`config.mk`:
```
export PLATFORM = sky130hd
export DESIGN_NAME = hazard_ctrl
export DESIGN_NICKNAME = d
export VERILOG_FILES = /design/src/rtl/hazard_ctrl.sv
export SDC_FILE = /design/constraint.sdc
export NUM_CORES = 1
export LEC_CHECK = 0
export CORE_MARGIN = 2
export CORE_UTILIZATION = 39
export DETAILED_ROUTE_END_ITERATION = 10
export MAX_ROUTING_LAYER = met4
export PLACE_DENSITY = 0.88
export SKIP_LAST_GASP = 1
export SYNTH_ARGS = -nofsm -noshare
export SYNTH_HDL_FRONTEND = slang
export SYNTH_SLANG_ARGS = --single-unit
```
`constraint.sdc`:
```
create_clock -name clk -period 2.6 [get_ports clk]
set_input_delay 0.26 -clock clk [delete_from_list [all_inputs] [get_ports clk]]
set_output_delay 0.26 -clock clk [all_outputs]
set_load 0.03 [all_outputs]
```
`src/rtl/hazard_ctrl.sv`:
```
// rtl/hazard_ctrl.sv - pipeline hazard/stall controller with MDU busy FSM (optional HAZARD_PERF_CNT_EN stall counter)
`timescale 1ns/1ps
module hazard_ctrl #(
    parameter int MDU_LAT = 8
) (
    input  logic       clk,
    input  logic       rst,
    input  logic [4:0] if_id_rs1,
    input  logic [4:0] if_id_rs2,
    input  logic       if_id_use_rs1,
    input  logic       if_id_use_rs2,
    input  logic       if_id_is_branch,
    input  logic [4:0] id_ex_rd,
    input  logic       id_ex_reg_write,
    input  logic       id_ex_mem_read,
    input  logic [4:0] ex_mem_rd,
    input  logic       ex_mem_mem_read,
    input  logic       ex_mdu_start,
    input  logic       branch_taken,
    output logic       pc_write,
    output logic       if_id_write,
    output logic       id_ex_write,
    output logic       id_ex_bubble,
    output logic       ex_mem_bubble,
    output logic       if_id_flush,
    output logic       mdu_busy
`ifdef HAZARD_PERF_CNT_EN
    ,
    output logic [31:0] stall_cycles
`endif
);

    typedef enum logic {
        RUN      = 1'b0,
        MDU_BUSY = 1'b1
    } state_t;

    // The start cycle is one of the MDU_LAT cycles, and cnt==0 is itself a busy
    // cycle, so loading MDU_LAT-2 yields exactly MDU_LAT-1 busy cycles.
    localparam logic [4:0] CNT_INIT = 5'(MDU_LAT - 2);

    state_t     state;
    state_t     state_next;
    logic [4:0] cnt;
    logic [4:0] cnt_next;

    logic       ex_rd_nz;
    logic       mem_rd_nz;
    logic       ex_hit;
    logic       mem_hit;
    logic       load_use;
    logic       branch_hz;
    logic       mdu_stall;

    // FSM state and countdown register
    always_ff @(posedge clk or posedge rst) begin
        if (rst) begin
            state <= RUN;
            cnt   <= 5'd0;
        end else begin
            state <= state_next;
            cnt   <= cnt_next;
        end
    end

    // Next-state logic: start is only honoured in RUN
    always_comb begin
        state_next = state;
        cnt_next   = cnt;
        case (state)
            RUN: begin
                if (ex_mdu_start) begin
                    state_next = MDU_BUSY;
                    cnt_next   = CNT_INIT;
                end
            end
            MDU_BUSY: begin
                if (cnt == 5'd0) begin
                    state_next = RUN;
                end else begin
                    cnt_next = cnt - 5'd1;
                end
            end
            default: begin
                state_next = RUN;
                cnt_next   = 5'd0;
            end
        endcase
    end

    // Source/destination matching; x0 never creates a dependency
    always_comb begin
        ex_rd_nz  = (id_ex_rd != 5'd0);
        mem_rd_nz = (ex_mem_rd != 5'd0);
        ex_hit    = (if_id_use_rs1 && (if_id_rs1 == id_ex_rd)) ||
                    (if_id_use_rs2 && (if_id_rs2 == id_ex_rd));
        mem_hit   = (if_id_use_rs1 && (if_id_rs1 == ex_mem_rd)) ||
                    (if_id_use_rs2 && (if_id_rs2 == ex_mem_rd));
        load_use  = id_ex_mem_read && ex_rd_nz && ex_hit;
        branch_hz = if_id_is_branch &&
                    ((id_ex_reg_write && ex_rd_nz && ex_hit) ||
                     (ex_mem_mem_read && mem_rd_nz && mem_hit));
        mdu_stall = ((state == RUN) && ex_mdu_start) || (state == MDU_BUSY);
    end

    // Output priority: reset > MDU > data hazard > flush > normal
    always_comb begin
        pc_write      = 1'b1;
        if_id_write   = 1'b1;
        id_ex_write   = 1'b1;
        id_ex_bubble  = 1'b0;
        ex_mem_bubble = 1'b0;
        if_id_flush   = 1'b0;
        if (!rst) begin
            if (mdu_stall) begin
                pc_write      = 1'b0;
                if_id_write   = 1'b0;
                id_ex_write   = 1'b0;
                ex_mem_bubble = 1'b1;
            end else if (load_use || branch_hz) begin
                pc_write      = 1'b0;
                if_id_write   = 1'b0;
                id_ex_bubble  = 1'b1;
            end else begin
                if_id_flush   = branch_taken;
            end
        end
    end

    assign mdu_busy = (state == MDU_BUSY);

`ifdef HAZARD_PERF_CNT_EN
    // Count every cycle in which the front end is frozen
    always_ff @(posedge clk or posedge rst) begin
        if (rst) begin
            stall_cycles <= 32'd0;
        end else if (!pc_write) begin
            stall_cycles <= stall_cycles + 32'd1;
        end
    end
`endif

endmodule

```
* Word-level counts from Yosys, hierarchy flattened *
Index checks and enable logic that the tools add are counted.

storage, ports and cells
  flip-flop bits (word level) = 6
  input port bits = 30
  output and inout bits = 7
  logic and storage cells = 50

cells by class
  $add $sub $neg = 1
  equal/unequal tests = 6
  muxes and demuxes = 19
  bitwise logic cells = 1
  reduce and logical (&&, ||, !) cells = 21

operator list
  cell                 count
  $eq 5x5->1           4
  $mux 1               15
  $logic_and 1x1->1    12
  $mux 5               2
  $pmux 5 s2           1
  $reduce_bool 5->1    2
  $logic_not 5->1      1
  $logic_or 1x1->1     5
  $sub 5x1->5 const B  1
  $ne 2x2->1 const B   2
  $pmux 1 s2           1
  $reduce_and 2->1     1
  $not 1->1            1

* Depth between registers and ports, before layout *
Gate-level depths: netlist of the first run.

  depth in word-level cells = 10
  depth in mapped cells = 6

* Worst setup path after synthesis of the first run *
No wires, ideal clock.

  path kind = register -> output
  from = register state, in the netlist mdu_busy
  to = output port ex_mem_bubble
  data arrival time = 1.694 ns
  setup slack = 0.646 ns
  stages on the path, launching flop included = 3
  path through = dfrtp_1 -> o21ai_0 -> inv_1

on the way
  cells in the longest elaborated chain, start to end = 5

ends and longest elaborated chain
  element                 line  source
  start, declared         42    state_t state;
  start signal, assigned  61    state <= state_next;
  $not 1->1               -
  $logic_and 1x1->1       103   mdu_stall = ((state == RUN) && ex_mdu_start) || (state == MDU_BUSY);
  $logic_or 1x1->1 *      103
  $mux 1 *                115   if (mdu_stall) begin
  $mux 1 *                114   if (!rst) begin
  end, declared           24    output logic ex_mem_bubble,

Every way passes the cells marked *; elsewhere a longest branch is shown, timed or not.

* Final worst setup path of the first run *
  from = input port id_ex_rd[3]
  to = output port id_ex_bubble

on the way
  cells in the longest elaborated chain, start to end = 10
  elaborated cells on any way between the ends = 16
  those cells by class = eq/ne: 2; mux: 3; reduce/logical: 11

ends and longest elaborated chain
  element                                      line    source
  start, declared                              13      input logic [4:0] id_ex_rd,
  $eq 5x5->1, on equally long branches         95, 96
  $logic_and 1x1->1, on equally long branches  95, 96
  $logic_or 1x1->1                             95      ex_hit = (if_id_use_rs1 && (if_id_rs1 == id_ex_rd)) ||
  $logic_and 1x1->1                            101     ((id_ex_reg_write && ex_rd_nz && ex_hit) ||
  $logic_or 1x1->1                             101
  $logic_and 1x1->1                            100     branch_hz = if_id_is_branch &&
  $logic_or 1x1->1 *                           120     end else if (load_use || branch_hz) begin
  $mux 1 *                                     120
  $mux 1 *                                     115
  $mux 1 *                                     114
  end, declared                                23      output logic id_ex_bubble,

Marks and branches as above.

==> results.yml, run 1 <==
floorplanning:
  fp-row-count: 14
  fp.dieW_um: 44.0
  start_util_pct: 41.4
  dieArea_um2: 1930
  die_h_um: 44.0
  io_pins: 37
  core_um2: 1510
clock_network:
  clockBufferDepth: 2
  clock_sinks: 6
  cts_buffers: 3
  htreeDepth: 1
  clk_latency_ns: 0.26
  path_clk_slew_ns: 0.05
  cts-root-buf: "clkbuf_4"
  post_cts_buffers: 0
  cts_tree: "done"
power:
  combPwrFrac_pct: 55.8
  finalPower_mw: 0.650
  clockPowerShare_pct: 14.4
  switching_power_mw: 0.279
  vdd_drop_max_v: 0.000346
  p_leak_nw: 0.396
  p_seq_share_pct: 29.8
  p_sw_share_pct: 42.9
  power_density_nw_per_um2: 644
  p_int_mw: 0.372
setup_path:
  worstPathMaxFanout: 3
  path_buf_inv: 2
  cp.required_ns: 2.34
  crit_type: "in2out"
  endpoint_kind: "output port"
  worstPathArrival_ns: 2.07
  crit_path_start_kind: "primary input"
  slowest_stage: "clkdlybuf4s50_1"
  crit_path_cell_trace: "clkdlybuf4s50_1, xnor2_1, nand4_1, o22ai_1, a22oi_2, nor4_1, dlygate4sd2_1"
  slowest_delay_ns: 0.55
  critPathTopFamily: "buffers and inverters"
finish:
  diodes: 0
  fillers: 119
  layout_commonest_cell: "clkdlybuf4s50_1"
  area_delta_synth_final_pct: 62.0
  final-seq-area_um2: 150
  multiInputGateArea_um2: 443
  drive_gt1_share_pct: 6.96
  design_area_um2: 1010
  fin_cells: 131
  fin_nets: 149
  layout_common_cells: "clkdlybuf4s50_1 (32), xnor2_1 (20), nand2_1 (7)"
logic_synthesis:
  ys.warnings.count: 0
  synth_top_family_by_area: "XOR/XNOR gates"
  synth-simple-area-share_pct: 21.3
  synth_compound_area_share_pct: 16.1
  yosysUniqueCellTypes: 22
  syn_nets: 109
  synth_seq_cells: 6
  ys_seq_area_share_pct: 24.1
  synth.avg_cell_area_um2: 8.09
  synthAdderAreaFrac_pct: 4.02
  syn-cell-area_um2: 623
  synthXorXnorAreaFrac_pct: 28.1
  synth.mux.area_fraction_pct: 1.61
  netlist_instances: 77
place:
  routabilityCongestion: 0.846
  port_buffers: 36
  place_area_um2: 988
  hpwl_mm: 1.57
  placed_cells: 128
  dp_slack_ns: -0.0160
status:
  status: "finished clean"
global_route:
  grt.overflow.total: 0
  grt_max_degree: 9
  grt_usage_pct: 22.8
  antenna_found_initial: 0
  grt_pass1_wl_mm: 3.09
  grt_pass1_vias: 690
drt:
  wire_per_inst_um: 13.6
  drc: 0
  ant_nets: 0
  drtIter0Drc: 25
  drt_first_pass_iters: 4
  post_drt_via_cell_ratio: 5.51
  finalWirelength_mm: 1.79
  num_vias: 722
timing:
  timing.final.ws_setup_ns: 0.273
  fmax_mhz: 430
  skew_ns: 0.00915
  max_slew.worst_pin.slew_ns: 0.472
  setup_viol: 0
  min_period_over_period_pct: 89.5
  fin_crit_ns: 2.33
  report.final.hold_viol_count: 0
  grt_setup_unrepaired: "no"
  slew-limit-headroom_pct: 68.1
  drv_slew: 0
hold_path:
  hp-class: "in2async"
job:
  maxCapViolCount: 0
## cell usage after synthesis
cell type | count | share of area, %
a21o_2 | 1 | 1.4
a21oi_1 | 5 | 4.0
a221o_1 | 1 | 1.6
a22oi_2 | 1 | 2.0
and4_1 | 1 | 1.4
buf_4 | 1 | 1.2
dfrtp_1 | 6 | 24
ha_1 | 2 | 4.0
inv_1 | 6 | 3.6
mux2i_1 | 1 | 1.6
nand2_1 | 7 | 4.2
nand2b_1 | 2 | 2.0
nand4_1 | 4 | 4.0
nor2_1 | 5 | 3.0
nor3_1 | 4 | 3.2
nor4_1 | 1 | 1.0
nor4b_1 | 1 | 1.4
o21ai_0 | 3 | 2.4
o22ai_1 | 3 | 3.0
o311a_1 | 1 | 1.6
or3_1 | 1 | 1.0
xnor2_1 | 20 | 28
## routing by layer
metal  wire length (µm)  global-route usage [%]
met1                739                    27.0
met2                920                    36.5
met3                 82                    5.83
met4                 43                    9.70
met5                  0                       -
## registers in the layout, summed over array words and instances (netlist names)
name / flops
cnt: 5
mdu_busy: 1
## through the flow
step / TNS, ns / utilization, % / hold WS (ns)
after floorplan: 0 / - / 0.0621
after global placement: 0 / 65.6 / 0.539
after global routing: 0 / 67.0 / 0.317
after detailed placement: -0.0160 / 65.6 / 0.562
after CTS: 0 / 67.0 / 0.287
final: 0 / 67.0 / 0.282
## layout make-up
| class | instances | share of cell area (%) |
|---|---|---|
| timing repair buffer | 36 | 34.8 |
| tap | 16 | 1.98 |
| clock buffer | 3 | 2.23 |
| multi-input combinational | 64 | 43.9 |
| inverter | 6 | 2.23 |
| sequential | 6 | 14.9 |
## power by group through the flow
stage               clock [mW]  sequential (mW)  combinational [mW]
global placement             0            0.191               0.349
CTS                     0.0953            0.192               0.365
finish                  0.0937            0.194               0.363
floorplan                    0            0.197               0.223
global route             0.103            0.201               0.404
detailed placement           0            0.194               0.362
## what timing repair did
item,CTS,global route
hold buffers,0,0
endpoints found under the setup margin,1,0
hold endpoints to repair,0,0
gates resized for setup,1,0
## final timing paths
| check | to | slack [ns] | from | depth (start not counted) |
|---|---|---|---|---|
| worst max-delay path | id_ex_bubble | 0.27 | id_ex_rd[3] | 7 |
| worst min-delay path | cnt[4] | 0.28 | rst | 2 |
| worst max register to register | cnt[1] | 1.04 | cnt[0] | 6 |
| worst min register to register | cnt[0] | 0.58 | cnt[0] | 2 |
| max in group asynchronous | cnt[0] | 2.10 | rst | 2 |
| min in group clk | cnt[0] | 0.58 | cnt[0] | 2 |
## logic make-up (layout without fill, tap and decap cells)
group | Yosys count | in the layout
muxes | 1 | 1
AOI/OAI and AO/OA | 15 | 15
DFF | 6 | 6
xor gates and xnor gates | 20 | 20
and+or+nand+nor | 26 | 26
adders and majority gates | 2 | 2
buffers and inverters | 7 | 45
No activity file was read; power rests on OpenSTA's default activity.
==> inputs of run 2 (changes only) <==
- ABC_AREA: not set -> 1
- CORE_UTILIZATION: 39 -> 44
- CTS_CLUSTER_DIAMETER: not set -> 200
- PLACE_DENSITY: 0.88 -> 0.9
- RECOVER_POWER: not set -> 50
==> results.yml, run 2 <==
logic_synthesis:
  ys.warnings.count: 0
  synth_top_area_share_pct: 29.4
  netlist_instances: 157
  synth.avg_cell_area_um2: 5.12
  synth-edff-count: 0
  synth_seq_cells: 6
  ys_top_cells_by_area: "nand2_1 (29%), dfrtp_1 (19%), inv_1 (16%)"
  yosysMostFrequentCell: "nand2_1"
  async_flop_share_pct: 100
  synthFlopType: "dfrtp_1"
  ys_seq_area_share_pct: 18.7
  syn-cell-area_um2: 803
  yosysUniqueCellTypes: 19
  synth_area_leader_cell: "nand2_1"
  syn_nets: 189
  ys_top_cells_by_count: "nand2_1 (63), inv_1 (34), nor2_1 (23), nand3_1 (12), dfrtp_1 (6)"
finish:
  largest_reg_flops: 5
  diodes: 0
  area_delta_synth_final_pct: 49.2
  regMostFlops: "cnt"
  final_core_util_pct: 69.4
  fin_nets: 229
  layout_common_cells: "nand2_1 (64), clkdlybuf4s50_1 (35), inv_1 (34)"
  layout_commonest_cell: "nand2_1"
  drive_gt1_share_pct: 3.08
timing:
  max_slew.worst_pin.slew_ns: 0.326
  skew_ns: 0.00307
  timing.final.ws_setup_ns: 0.218
  slew-limit-headroom_pct: 78.2
  grt_setup_unrepaired: "no"
  fin_crit_ns: 2.38
  setup_tns_ns: 0
  report.final.hold_viol_count: 0
  drv_slew: 0
  min_period_over_period_pct: 91.6
  fmax_mhz: 420
  setup_viol: 0
power:
  p_leak_nw: 0.695
  vdd_drop_max_v: 0.000495
  combPwrFrac_pct: 57.9
  power_density_nw_per_um2: 533
  switching_power_mw: 0.287
  p_seq_share_pct: 28.2
  finalPower_mw: 0.638
  clockPowerShare_pct: 13.8
  p_int_mw: 0.351
  p_sw_share_pct: 45.0
clock_network:
  cts_buffers: 3
  cts_hold_buf: 0
  clk_latency_ns: 0.24
  clock_sinks: 6
  cts-root-buf: "clkbuf_4"
  post_cts_buffers: 0
  cts_tree: "done"
  htreeDepth: 1
  clockBufferDepth: 2
  cts_resized: 0
  path_clk_slew_ns: 0.05
setup_path:
  worstPathMaxFanout: 3
  slowest_delay_ns: 0.67
  ff2ff_setup_slack_ns: 1.21
  r2r-end: "cnt[4]"
  cp.required_ns: 2.34
  path_common_cell: "nand2_1"
  path_buf_inv: 3
  crit_type: "in2out"
  endpoint_kind: "output port"
  crit_path_start_kind: "primary input"
  timing.rr.start: "cnt[0]"
  crit_path_cell_trace: "clkdlybuf4s50_1, inv_1, nand2_1, nand2_1, nor2_1, nand3_1, nand2_1, nand2_2, a21oi_2, clkdlybuf4s50_1"
  worstSetupStartpoint: "ex_mem_rd[4]"
  r2r_cells: 8
  slowest_stage: "clkdlybuf4s50_1"
  critPathTopFamily: "buffers and inverters"
  cp.depth: 10
  crit_end: "id_ex_bubble"
  worstPathArrival_ns: 2.12
status:
  status: "finished clean"
place:
  hpwl_mm: 1.88
  routabilityCongestion: 0.888
  dp_slack_ns: 0.218
  port_buffers: 36
global_route:
  grt_pass1_wl_mm: 3.29
  grt_max_degree: 10
  antenna_found_initial: 0
  grt_pass1_vias: 864
  grt.overflow.total: 0
  grt_usage_pct: 21.8
floorplanning:
  dieArea_um2: 2180
  fp.dieW_um: 46.7
  die_h_um: 46.7
  core_um2: 1730
  start_util_pct: 46.5
  fp-row-count: 15
  io_pins: 37
drt:
  finalWirelength_mm: 2.23
  drc: 0
  wire_per_inst_um: 10.2
  ant_nets: 0
  num_vias: 1019
  drtIter0Drc: 42
  post_drt_via_cell_ratio: 4.63
  drt_first_pass_iters: 4
job:
  maxCapViolCount: 0
hold_path:
  hp-class: "in2async"
[run 2: area by class of cell]
class                      instances  area, µm²
fill                             161        528
multi-input combinational        116        507
timing repair buffer              36        360
sequential                         6        150
inverter                          34        128
tap                               25       31.3
clock buffer                       3       22.5
[run 2: worst min-delay path by stage]
| stage | from | end | slack [ns] | cells after the start |
|---|---|---|---|---|
| after global placement | cnt[4] | cnt[4] | 0.53 | 3 |
| after floorplan | rst | cnt[0] | 0.08 | 1 |
| after CTS | rst | cnt[2] | 0.29 | 2 |
| final | rst | cnt[2] | 0.42 | 2 |
| after global routing | rst | cnt[2] | 0.45 | 2 |
| after detailed placement | cnt[4] | cnt[4] | 0.54 | 3 |
[run 2: through the flow]
step	cells	hold slack (ns)	cell area (µm²)
floorplan	157	0.0759	803
global placement	217	0.529	1190
detailed placement	217	0.542	1190
CTS	220	0.292	1210
global route	220	0.449	1200
finish	220	0.425	1200
[run 2: power groups by stage]
| stage | registers, mW | clock network (mW) | logic [mW] |
|---|---|---|---|
| 5_1_grt | 0.186 | 0.0947 | 0.413 |
| 3_3_place_gp | 0.180 | 0 | 0.362 |
| 4_1_cts | 0.181 | 0.0923 | 0.383 |
| 6_report | 0.180 | 0.0883 | 0.370 |
| 3_5_place_dp | 0.182 | 0 | 0.381 |
| 2_1_floorplan | 0.188 | 0 | 0.240 |
[run 2: kinds of logic after synthesis]
logic type,after synthesis,synth area share [%]
AOI/OAI and AO/OA,9,6.54
DFF,6,18.7
buffers and inverters,35,16.8
adders and majority gates,2,3.11
xor gates and xnor gates,1,1.09
and+or+nand+nor,104,53.7
[run 2: routing by layer]
layer | part of all wire (%) | global-route usage, % | vias to the layer above | wire length [µm]
li1 | - | - | 539 | -
met1 | 45 | 26.1 | 442 | 1010
met2 | 48 | 35.3 | 34 | 1080
met3 | 4.6 | 4.31 | 4 | 103
met4 | 1.7 | 9.44 | 0 | 38
met5 | 0 | - | - | 0
==> inputs of run 3 (changes only) <==
- ABC_AREA: 1 -> not set
- CORE_UTILIZATION: 44 -> 39
- GPL_TIMING_DRIVEN: not set -> 0
- PLACE_DENSITY: 0.9 -> 0.88
==> results.yml, run 3 (synthesized netlist as in run 1, its figures left out) <==
finish:
  largest_reg_flops: 5
  diodes: 0
  regMostFlops: "cnt"
  fin_cells: 132
  layout_commonest_cell: "clkdlybuf4s50_1"
  area_delta_synth_final_pct: 63.3
  layout_common_cells: "clkdlybuf4s50_1 (31), xnor2_1 (20), nand2_1 (7)"
  design_area_um2: 1020
  drive_gt1_share_pct: 6.03
  final_core_util_pct: 67.5
  fin_nets: 150
timing:
  min_period_over_period_pct: 96.8
  finalHoldWorstSlack_ns: 0.433
  setup_tns_ns: 0
  report.final.hold_viol_count: 0
  fin_crit_ns: 2.52
  grt_setup_unrepaired: "no"
  setup_viol: 0
  drv_slew: 0
  skew_ns: 0.00362
  timing.final.ws_setup_ns: 0.0835
  slew-limit-headroom_pct: 66.8
  fmax_mhz: 397
  max_slew.worst_pin.slew_ns: 0.491
global_route:
  antenna_found_initial: 0
  grt.overflow.total: 0
  grt_pass1_vias: 748
  grt_max_degree: 9
  grt_pass1_wl_mm: 3.11
  grt_usage_pct: 22.5
floorplanning:
  core_um2: 1510
  die_h_um: 44.0
  start_util_pct: 41.4
  io_pins: 37
  dieArea_um2: 1930
  fp.dieW_um: 44.0
  fp-row-count: 14
place:
  dp_slack_ns: -0.245
  routabilityCongestion: 0.887
  place_area_um2: 1000
  port_buffers: 36
  hpwl_mm: 1.69
  placed_cells: 129
clock_network:
  cts_buffers: 3
  cts-root-buf: "clkbuf_4"
  cts_resized: 4
  clock_sinks: 6
  post_cts_buffers: 0
  cts_hold_buf: 0
  htreeDepth: 1
  path_clk_slew_ns: 0.05
  clk_latency_ns: 0.25
  cts_tree: "done"
  clockBufferDepth: 2
hold_path:
  hp-class: "in2async"
setup_path:
  r2r_cells: 6
  r2r-end: "cnt[1]"
  cp.required_ns: 2.34
  crit_type: "in2out"
  crit_path_start_kind: "primary input"
  endpoint_kind: "output port"
  timing.rr.start: "cnt[0]"
  worstPathArrival_ns: 2.26
  ff2ff_setup_slack_ns: 1.00
  worstPathMaxFanout: 3
drt:
  ant_nets: 0
  wire_per_inst_um: 14.3
  num_vias: 699
  drc: 0
  finalWirelength_mm: 1.88
  drtIter0Drc: 15
  post_drt_via_cell_ratio: 5.30
  drt_first_pass_iters: 4
power:
  finalPower_mw: 0.654
  p_leak_nw: 0.403
  vdd_drop_max_v: 0.000403
  power_density_nw_per_um2: 643
status:
  status: "finished clean"
job:
  maxCapViolCount: 0
==> run 3: changes by cell type in the layout (fill, tap and decap cells not counted), moves of 2 or more <==
cell / change
nor2_1: -19
nand2_1: -57
nand4_1: +2
inv_1: -28
xnor2_1: +20
nand3_1: -12
dlygate4sd2_1: +3
o22ai_1: +3
clkdlybuf4s50_1: -4
a21oi_1: +3
nand2b_1: +2
nor3_1: +4
==> run 3: layout make-up <==
type	count	area (µm²)
Fill cell	130	489
Multi-Input combinational cell	64	443
Timing Repair Buffer	36	352
Sequential cell	6	150
Clock buffer	3	22.5
Inverter	6	22.5
Tap cell	16	20.0
Buffer	1	7.51
==> run 3: worst max path at each step <==
stage                 start       endpoint  slack [ns]  depth (start not counted)
2_1_floorplan      mdu_busy  ex_mem_bubble        0.65                          2
3_3_place_gp   ex_mem_rd[0]       pc_write       -0.20                          7
3_5_place_dp   ex_mem_rd[0]       pc_write       -0.25                          7
4_1_cts        ex_mem_rd[0]       pc_write        0.02                          7
5_1_grt        ex_mem_rd[0]    if_id_flush       0.002                          6
6_report       ex_mem_rd[0]    if_id_flush        0.08                          6
==> run 3: critical path, cell delays in order <==
cell	delay (ns)
clkdlybuf4s50_1	0.49
or3_1	0.41
o311a_1	0.31
a22oi_2	0.19
and4_1	0.20
dlygate4sd2_1	0.39
==> run 3: power by group <==
| part | switching (mW) | internal (mW) |
|---|---|---|
| Clock | 0.0358 | 0.0524 |
| Sequential | 0.0553 | 0.143 |
| Combinational | 0.191 | 0.177 |
==> run 3: routing by layer <==
| metal | global-route usage [%] | share of wire, % |
|---|---|---|
| met3 | 5.42 | 5.1 |
| met1 | 24.7 | 40 |
| met5 | - | 0 |
| met4 | 6.67 | 0.96 |
| met2 | 39.7 | 54 |
